===== src/rtl/spw_tx_crc_framer_pkg.sv =====
// Shared constants, state encoding and FCS byte selection for the SpaceWire
// transmit CRC framer.
package spw_tx_crc_framer_pkg;

  localparam logic [8:0]  SPW_EOP      = 9'h100;
  localparam logic [8:0]  SPW_EEP      = 9'h101;
  localparam logic [31:0] CRC32_POLY_R = 32'hEDB8_8320;

  typedef enum logic [1:0] {
    S_DATA = 2'd0,
    S_CRC  = 2'd1,
    S_EOP  = 2'd2
  } state_t;

  // FCS goes out least-significant byte first
  function automatic logic [7:0] fcs_byte(input logic [31:0] fcs, input logic [1:0] idx);
    logic [7:0] b;
    case (idx)
      2'd0:    b = fcs[7:0];
      2'd1:    b = fcs[15:8];
      2'd2:    b = fcs[23:16];
      2'd3:    b = fcs[31:24];
      default: b = fcs[7:0];
    endcase
    return b;
  endfunction

endpackage


===== src/rtl/spw_tx_crc_framer_crc32.sv =====
// Combinational byte-wise step of the reflected CRC-32 (standard CRC-32 bit order).
module spw_crc32_nxt
  import spw_tx_crc_framer_pkg::*;
(
  input  logic [31:0] i_crc,
  input  logic [7:0]  i_byte,
  output logic [31:0] o_crc
);

  logic [31:0] w_c;

  // Eight unrolled LSB-first shift/XOR steps
  always_comb begin
    w_c = i_crc ^ {24'h00_0000, i_byte};
    for (int i = 0; i < 8; i++) begin
      if (w_c[0]) begin
        w_c = {1'b0, w_c[31:1]} ^ CRC32_POLY_R;
      end else begin
        w_c = {1'b0, w_c[31:1]};
      end
    end
  end

  assign o_crc = w_c;

endmodule


===== src/rtl/spw_tx_crc_framer.sv =====
// Transmit framer: pulls characters from the packet FIFO, forwards them to the
// SpaceWire encoder and inserts a CRC-32 in front of every EOP.
module spw_tx_crc_framer
  import spw_tx_crc_framer_pkg::*;
#(
  parameter bit          CRC_EN     = 1'b1,
  parameter logic [31:0] CRC_INIT   = 32'hFFFF_FFFF,
  parameter logic [31:0] CRC_XOROUT = 32'hFFFF_FFFF
) (
  input  logic       clk,
  input  logic       rst_n,
  input  logic       fifo_empty,
  output logic       fifo_rd,
  input  logic [8:0] fifo_dout,
  output logic [8:0] tx_data,
  output logic       tx_valid,
  input  logic       tx_ready,
  output logic       busy,
  output logic       pkt_done
);

  state_t      r_state;
  logic [31:0] r_crc;
  logic [31:0] r_fcs;
  logic [1:0]  r_cnt;
  logic        r_rd_pend;
  logic [8:0]  r_tx_data;
  logic        r_tx_valid;
  logic        r_busy;
  logic        r_pkt_done;

  logic        w_out_free;
  logic        w_accept;
  logic        w_marker_acc;
  logic [31:0] w_crc_nxt;

  assign w_out_free   = !r_tx_valid || tx_ready;
  assign w_accept     = r_tx_valid && tx_ready;
  assign w_marker_acc = w_accept && r_tx_data[8];

  // Gated by rst_n so no character is popped (and lost) while reset is held
  assign fifo_rd = rst_n && (r_state == S_DATA) && !fifo_empty && !r_rd_pend && w_out_free;

  spw_crc32_nxt u_crc (
    .i_crc  (r_crc),
    .i_byte (fifo_dout[7:0]),
    .o_crc  (w_crc_nxt)
  );

  // Framer state machine, CRC register and registered encoder-side outputs
  always_ff @(posedge clk) begin
    if (!rst_n) begin
      r_state    <= S_DATA;
      r_crc      <= CRC_INIT;
      r_fcs      <= 32'h0000_0000;
      r_cnt      <= 2'd0;
      r_rd_pend  <= 1'b0;
      r_tx_data  <= 9'h000;
      r_tx_valid <= 1'b0;
      r_busy     <= 1'b0;
      r_pkt_done <= 1'b0;
    end else begin
      r_rd_pend  <= fifo_rd;
      r_pkt_done <= w_marker_acc;
      if (w_accept) begin
        r_tx_valid <= 1'b0;
      end
      if (w_marker_acc) begin
        r_busy <= 1'b0;
      end
      case (r_state)
        S_DATA: begin
          // A read is only issued when the output is free, so a returned
          // character can always be loaded straight away.
          if (r_rd_pend) begin
            if (!fifo_dout[8]) begin
              r_tx_data  <= {1'b0, fifo_dout[7:0]};
              r_tx_valid <= 1'b1;
              r_crc      <= w_crc_nxt;
              r_busy     <= 1'b1;
            end else if (fifo_dout[0]) begin
              r_tx_data  <= SPW_EEP;
              r_tx_valid <= 1'b1;
              r_crc      <= CRC_INIT;
            end else if (CRC_EN) begin
              r_fcs   <= r_crc ^ CRC_XOROUT;
              r_cnt   <= 2'd0;
              r_state <= S_CRC;
            end else begin
              r_tx_data  <= SPW_EOP;
              r_tx_valid <= 1'b1;
              r_crc      <= CRC_INIT;
            end
          end
        end
        S_CRC: begin
          if (w_out_free) begin
            r_tx_data  <= {1'b0, fcs_byte(r_fcs, r_cnt)};
            r_tx_valid <= 1'b1;
            r_cnt      <= r_cnt + 2'd1;
            if (r_cnt == 2'd3) begin
              r_state <= S_EOP;
            end
          end
        end
        S_EOP: begin
          if (w_out_free) begin
            r_tx_data  <= SPW_EOP;
            r_tx_valid <= 1'b1;
            r_crc      <= CRC_INIT;
            r_state    <= S_DATA;
          end
        end
        default: r_state <= S_DATA;
      endcase
    end
  end

  assign tx_data  = r_tx_data;
  assign tx_valid = r_tx_valid;
  assign busy     = r_busy;
  assign pkt_done = r_pkt_done;

endmodule


===== config.mk =====
export PLATFORM = sky130hd
export DESIGN_NAME = spw_tx_crc_framer
export DESIGN_NICKNAME = d
export VERILOG_FILES = /design/src/rtl/spw_tx_crc_framer_pkg.sv /design/src/rtl/spw_tx_crc_framer_crc32.sv /design/src/rtl/spw_tx_crc_framer.sv
export SDC_FILE = /design/constraint.sdc
export NUM_CORES = 1
export LEC_CHECK = 0
export ABC_AREA = 0
export CORE_MARGIN = 3
export CORE_UTILIZATION = 50
export DETAILED_ROUTE_END_ITERATION = 12
export GPL_TIMING_DRIVEN = 0
export PLACE_DENSITY = 0.69
export SYNTH_ARGS = -nofsm -noshare
export SYNTH_HDL_FRONTEND = slang
export SYNTH_SLANG_ARGS = --single-unit

===== constraint.sdc =====
create_clock -name clk -period 5 [get_ports clk]
set_clock_uncertainty 0.05 [all_clocks]
set_input_delay 1 -clock clk [delete_from_list [all_inputs] [get_ports clk]]
set_output_delay 1 -clock clk [all_outputs]
set_load 0.01 [all_outputs]

==> key figures, run 1 <==
Run status
  • Result of the run: completed

STA
  • Final setup violating endpoints: 0
  • Share of the clock period used by the worst path: 0.7839
  • Maximum clock frequency: 255.1 MHz
  • Total negative slack: 0 ps
  • Minimum period implied by the final worst setup slack: 3920 ps
  • Setup repair after global routing missed its margin: no
  • Worst-case headroom to the max-slew limit: 0.3980
  • Transition time at the pin with the least slew margin: 896.2 ps
  • Max-slew violation count: 0
  • Final hold viol count: 0

Yosys
  • Netlist Area Pre-Place: 4295 um2
  • Adder-cell area share of the yosys netlist: 0.02622
  • Parity-gate share of the synthesized area counting xor and xnor cells: 0.2036
  • Cell taking the most area after synthesis: sky130_fd_sc_hd__dfxtp_1
  • Yosys warnings: 0
  • Compound-Gate Fraction of Synth Area: 0.1844
  • Mux cell area share after synthesis: 0.009321
  • Syn nets: 495
  • Number of flip-flops and latches in the synthesized netlist: 81
  • Post-synthesis share of cell area spent on and, or, nand and nor gates: 0.1637
  • EDFF count, synth: 0
  • Area share of the leading cell type in the synthesized netlist: 0.3775
  • Largest family of logic cells by synthesized area: XOR/XNOR gates
  • Sequential area share after synthesis: 0.3775
  • Largest cells by area after synthesis: sky130_fd_sc_hd__dfxtp_1, sky130_fd_sc_hd__xnor2_1, sky130_fd_sc_hd__xnor3_1
  • Most used flip-flop cell after synthesis: sky130_fd_sc_hd__dfxtp_1
  • Post-Syn Area per Cell: 9.081 um2
  • Post-synthesis instance total: 473
  • Async set-reset flop share out of synthesis: 0
  • Unique cell type count in the Yosys netlist: 46

GRT
  • Global-route total usage across every layer: 0.2558
  • Initial antenna violation count: 0
  • Sum of overflow across all layers after global routing: 0
  • Global-route wire length before repair: 19200 um
  • Number of global-route vias before repair: 3474
  • Pin count of the biggest net entering global routing: 13

Clock network
  • Hold bufs inserted after CTS: 0
  • CTS max path bufs: 2
  • Count of instances resized after the clock tree is built: 0
  • Number of buffers created by CTS: 9
  • Clock-pin slew reported for the worst setup and hold paths after clock tree synthesis: 80 ps
  • Cell at the root of the clock tree: sky130_fd_sc_hd__clkbuf_8
  • Post-CTS setup buffer count: 0
  • CTS tree: built
  • Worst-Skew Late Latency: 350 ps
  • Count of clock tree sinks: 81
  • Maximum level of the CTS H-tree: 3

Setup path
  • Capturing point of the worst reg2reg path: tx_data[7]
  • Reg-to-reg critical path startpoint: r_state[1]
  • Worst EP required: 3950 ps
  • Capture point of the worst path: fifo_rd
  • Crit path max fanout: 6
  • Slowest CP cell: sky130_fd_sc_hd__clkdlybuf4s50_1
  • List of cells traversed by the critical path: clkdlybuf4s50_1, inv_1, or3_1, nor3_1, clkdlybuf4s50_1
  • Kind of end point of the critical path: output port
  • Crit path kind: in2out
  • Kind of cell with the highest combined delay on the critical path: buffers and inverters
  • Depth of the critical timing path with buffers and inverters included: 5
  • Worst EP arrival: 2870 ps
  • Worst-case reg-to-reg path depth: 8
  • Buf/Inv on CP: 3
  • Most repeated library cell on the critical path: sky130_fd_sc_hd__clkdlybuf4s50_1
  • Delay of the slowest cell on the worst path: 600 ps
  • Kind of launch point of the worst setup path: input pin
  • R2r setup slk: 2360 ps
  • Start point of the critical path: rst_n

Die
  • # rows: 33
  • Die height: 98.69 um
  • Standard cell core area: 8299 um2
  • Number of top-level pins: 26
  • Area of the die: 9739 um2
  • Die X-Extent: 98.69 um
  • Initial core utilization: 0.5176

Hold path
  • Type of the worst min-delay path: reg2reg

Placed design
  • HPWL after detailed placement: 8983 um
  • Total of buffers placed on input and output ports: 25
  • GP Congestion: 0.9245

Layout
  • Multi-input gate area: 2522 um2
  • Fraction of final layout cells with drive strength greater than 1: 0.05859
  • Commonest cells after routing, fill and taps aside: sky130_fd_sc_hd__dfxtp_1, sky130_fd_sc_hd__nand2_1, sky130_fd_sc_hd__a21oi_1, sky130_fd_sc_hd__nor2_1
  • Antenna diode count: 0
  • Storage element area: 1622 um2
  • Layout area overhead: 13.17%
  • Leading cell type in the layout, fill and taps excluded: sky130_fd_sc_hd__dfxtp_1
  • Number of inserted filler cells in the final layout: 751
  • Utilization of the core after routing: 0.5857
  • Fin nets: 531

Power and ir drop
  • Total power density per cell area: 512.7 nW/um2
  • Cell internal pwr: 0.001474 W
  • Sw Pwr: 0.001018 W
  • Switching power share of the total: 0.4085
  • Part of the power in the clock network: 0.191
  • Maximum vdd ir drop: 0.3102 mV
  • Share of total power in sequential cells: 0.328
  • Combinational power share: 0.481
  • P_leak: 1.718 nW

Routing
  • Via-to-Cell Ratio: 5.968
  • Antenna-violating nets left: 0
  • Routed wire length: 12190 um
  • DRC errors left: 0
  • Drt wl/cell: 19.75 um
  • Overall via count from detail_route: 3682
  • Initial DRC count: 292
  • First-pass DRT Iterations: 6

Flow run
  • Max-cap check violation count: 0
-- sequential cells by signal, summed over array words and instances (netlist names) --
register and flops:
r_fcs 32, busy 1, pkt_done 1, tx_valid 1, r_state 2, tx_data 9
r_cnt 2, r_crc 32, r_rd_pend 1
-- Yosys cell counts (3+ instances only) --
master                      n
sky130_fd_sc_hd__a21oi_1   38
sky130_fd_sc_hd__a211oi_1  14
sky130_fd_sc_hd__ha_1       9
sky130_fd_sc_hd__nand3_1    8
sky130_fd_sc_hd__xnor3_1   11
sky130_fd_sc_hd__o22ai_1   18
sky130_fd_sc_hd__o21ai_0   23
sky130_fd_sc_hd__dfxtp_1   81
sky130_fd_sc_hd__inv_1      8
sky130_fd_sc_hd__xnor2_2    4
sky130_fd_sc_hd__clkbuf_1  30
sky130_fd_sc_hd__o21ai_1    3
sky130_fd_sc_hd__mux2i_1    4
sky130_fd_sc_hd__a32oi_1    7
sky130_fd_sc_hd__or2_2      4
sky130_fd_sc_hd__nand2_1   56
sky130_fd_sc_hd__or3_1     23
sky130_fd_sc_hd__xnor2_1   31
sky130_fd_sc_hd__nor3_1    12
sky130_fd_sc_hd__xor2_4     3
sky130_fd_sc_hd__a222oi_1   8
sky130_fd_sc_hd__xor2_1     7
sky130_fd_sc_hd__xnor2_4    3
sky130_fd_sc_hd__nor2_1    38
sky130_fd_sc_hd__nand2b_1   3
-- tightest hold or removal path: cells and delay by family, from the launching register on --
kind,cells,cell delay (ps)
and+or+nand+nor,1,50
AOI/OAI and AO/OA,1,50
DFF,1,320
-- power by group through the flow --
| stage | clock (W) | combinational, W | sequential (W) |
|---|---|---|---|
| 2_1_floorplan | 0 | 0.000872 | 0.000813 |
| 3_3_place_gp | 0 | 0.00115 | 0.000826 |
| 3_5_place_dp | 0 | 0.00117 | 0.000829 |
| 4_1_cts | 0.000474 | 0.00118 | 0.000815 |
| 5_1_grt | 0.000498 | 0.00131 | 0.000827 |
| 6_report | 0.000477 | 0.00120 | 0.000818 |
-- cell families (layout without fill, tap and decap cells) --
family | count (synthesis) | after routing
AND/OR/NAND/NOR | 153 | 153
XOR/XNOR | 62 | 62
multiplexers | 4 | 4
adder cells (fa/ha/maj) | 9 | 9
AO/OA/AOI/OAI | 124 | 124
flip-flops | 81 | 81
buffers and inverters | 40 | 79
-- metrics by stage --
step	area (um2)	hold slack [ps]	cells	setup slack, ps	power (W)
floorplan	4295	363.2	473	2269	0.001684
global placement	4677	393.1	603	1089	0.001976
detailed placement	4677	399.5	603	1070	0.002000
CTS	4861	412.0	617	1079	0.002468
global route	4861	427.1	617	996.0	0.002635
finish	4861	411.3	617	1080	0.002492
-- worst min-delay path by stage --
stage,start,endpoint,cells after the start
5_1_grt,r_fcs[12],r_fcs[12],2
3_5_place_dp,r_fcs[13],r_fcs[13],2
4_1_cts,r_fcs[12],r_fcs[12],2
2_1_floorplan,r_crc[20],r_fcs[20],1
6_report,r_fcs[12],r_fcs[12],2
3_3_place_gp,r_fcs[1],r_fcs[1],2
-- layer usage --
| metal | GRT usage | wire length, um | up-vias |
|---|---|---|---|
| met4 | 0.07143 | 189 | 0 |
| met3 | 0.05520 | 1064 | 16 |
| met1 | 0.3631 | 5451 | 1778 |
| met2 | 0.3952 | 5482 | 143 |
| met5 | 0 | 0 | - |
| li1 | - | - | 1745 |
-- area by class of cell --
cell class,count,area share
sequential,81,0.3336
buffer,32,0.02497
clock buffer,11,0.02909
inverter,8,0.006178
tap,105,0.02703
timing repair buffer,25,0.05148
clock inverter,3,0.008752
multi-input combinational,352,0.5189
(Power assumes the default switching activity.)
==> inputs of run 2 (changes only) <==
clock period = 3.99 ns   (was 5 ns; I/O delays follow)
==> results of run 2 <==
The final DEF is identical to that of run 1. Status: completed.
Among the figures that moved: setup slack after placement 1070 ps -> 464.2 ps; setup slack after layout 1080 ps -> 474.3 ps; register-to-register setup slack 2360 ps -> 1350 ps; total power 0.002492 W -> 0.003123 W; worst IR drop on VDD 0.3102 mV -> 0.3887 mV
==> RTL edit: new RTL, config.mk and constraints of run 2 <==
Make the reset (`rst_n`) asynchronous in one clocked block.
--- a/src/rtl/spw_tx_crc_framer.sv
+++ b/src/rtl/spw_tx_crc_framer.sv
@@ -49,5 +49,5 @@
 
   // Framer state machine, CRC register and registered encoder-side outputs
-  always_ff @(posedge clk) begin
+  always_ff @(posedge clk or negedge rst_n) begin
     if (!rst_n) begin
       r_state    <= S_DATA;
Formal check against the unedited RTL: differs if rst_n is asserted again (counterexample within 4 cycles, from zero or initial values and one cycle with rst_n low); with rst_n held inactive, the same outputs for 4 cycles.
==> RTL edit against run 2 <==
Via count fell by 22%; worst setup slack improved by 0.26 ns; total power rose by 27%; clock power rose by 7.0%; routed wire length fell by 20%; critical endpoint unchanged; cell area rose by 1.3%; highest routed layer unchanged; sequential cell count did not move; synthesized area rose by 0.61%; hold slack got worse by 0.060 ns; combinational power rose by 31%; core utilization rose by 0.78 points; count of clock-buffer cells in the layout fell by 1; non-clock buffer count fell by 12.
==> RTL edit: results (changes against run 2) <==
Run status
  – Status: completed (unchanged)

Placement
  – Post-DP HPWL: 7.22 mm (was 8.98 mm)
  – Placed cell area: 4710 µm² (was 4680 µm²)

Power and ir drop
  – Clk pwr: 0.639 mW (was 0.597 mW)
  – Sequential Power: 1.35 mW (was 1.02 mW)

GRT
  – M2 GR Usage: 34.8% (was 39.5%)
  – Total track usage: 21.1% (was 25.6%)
  – Largest net degree at the start of global routing: 45 (was 13)

Finish
  – Layout net count: 418 (was 531)
  – Share of post-route cells with drive strength above 1: 18.2% (was 5.86%)

Synthesis
  – Synth area leaders: dfrtp_1 (28%), dfstp_2 (19%), xnor3_1 (7.8%) (was dfxtp_1 (38%), xnor2_1 (6.3%), xnor3_1 (5.8%))
  – Post-Synth XOR/XNOR Area: 21.0% (was 20.4%)
  – Mux contribution to synthesized area: 3.10% (was 0.932%)
  – Mapped Nets: 382 (was 495)
  – Synth unique cells: 37 (was 46)
  – Main synth FF type: dfrtp_1 (was dfxtp_1)
  – Seq/Total Area, Yosys: 47.8% (was 37.8%)

STA
  – Slew HR: 33.4% (was 39.8%)
  – WHS: 0.351 ns (was 0.411 ns)

Route
  – Via density: 5.66 (was 5.97)
  – Metal2 WL: 4.74 mm (was 5.48 mm)
  – Total Routed Length: 9.69 mm (was 12.2 mm)
  – Met1 Wirelength: 4.42 mm (was 5.45 mm)

Setup path
  – Worst r2r dst: r_crc[14] (was tx_data[7])
  – CP arrival: 2.40 ns (was 2.67 ns)
==> RTL edit: cell types whose count changed in the layout (fill, tap and decap cells not counted), sizes merged, moves of 15 or more <==
cell	before	now
a21oi	38	4
a2bb2oi	0	28
dfrtp	0	49
dfstp	0	32
dfxtp	81	0
nand2	56	41
nor2	38	5
o21ai	26	50
o22ai	18	2
or3	23	1
==> RTL edit: area by class of cell <==
| class | count | area (µm²) |
|---|---|---|
| inverter | 9 | 33.8 |
| sequential | 81 | 2070 |
| clock buffer | 10 | 128 |
| tap | 105 | 131 |
| multi-input combinational | 250 | 2150 |
| timing repair buffer | 25 | 258 |
| clock inverter | 6 | 82.6 |
| fill | 708 | 3370 |
| buffer | 20 | 75.1 |
==> RTL edit: through the flow <==
stage	setup WS [ns]	utilization, %	cells
final	0.738	59.4	506
after global routing	0.549	59.4	506
after CTS	0.675	59.3	506
after detailed placement	0.678	56.8	490
after global placement	-1.78	56.6	489
after floorplan	1.66	-	360
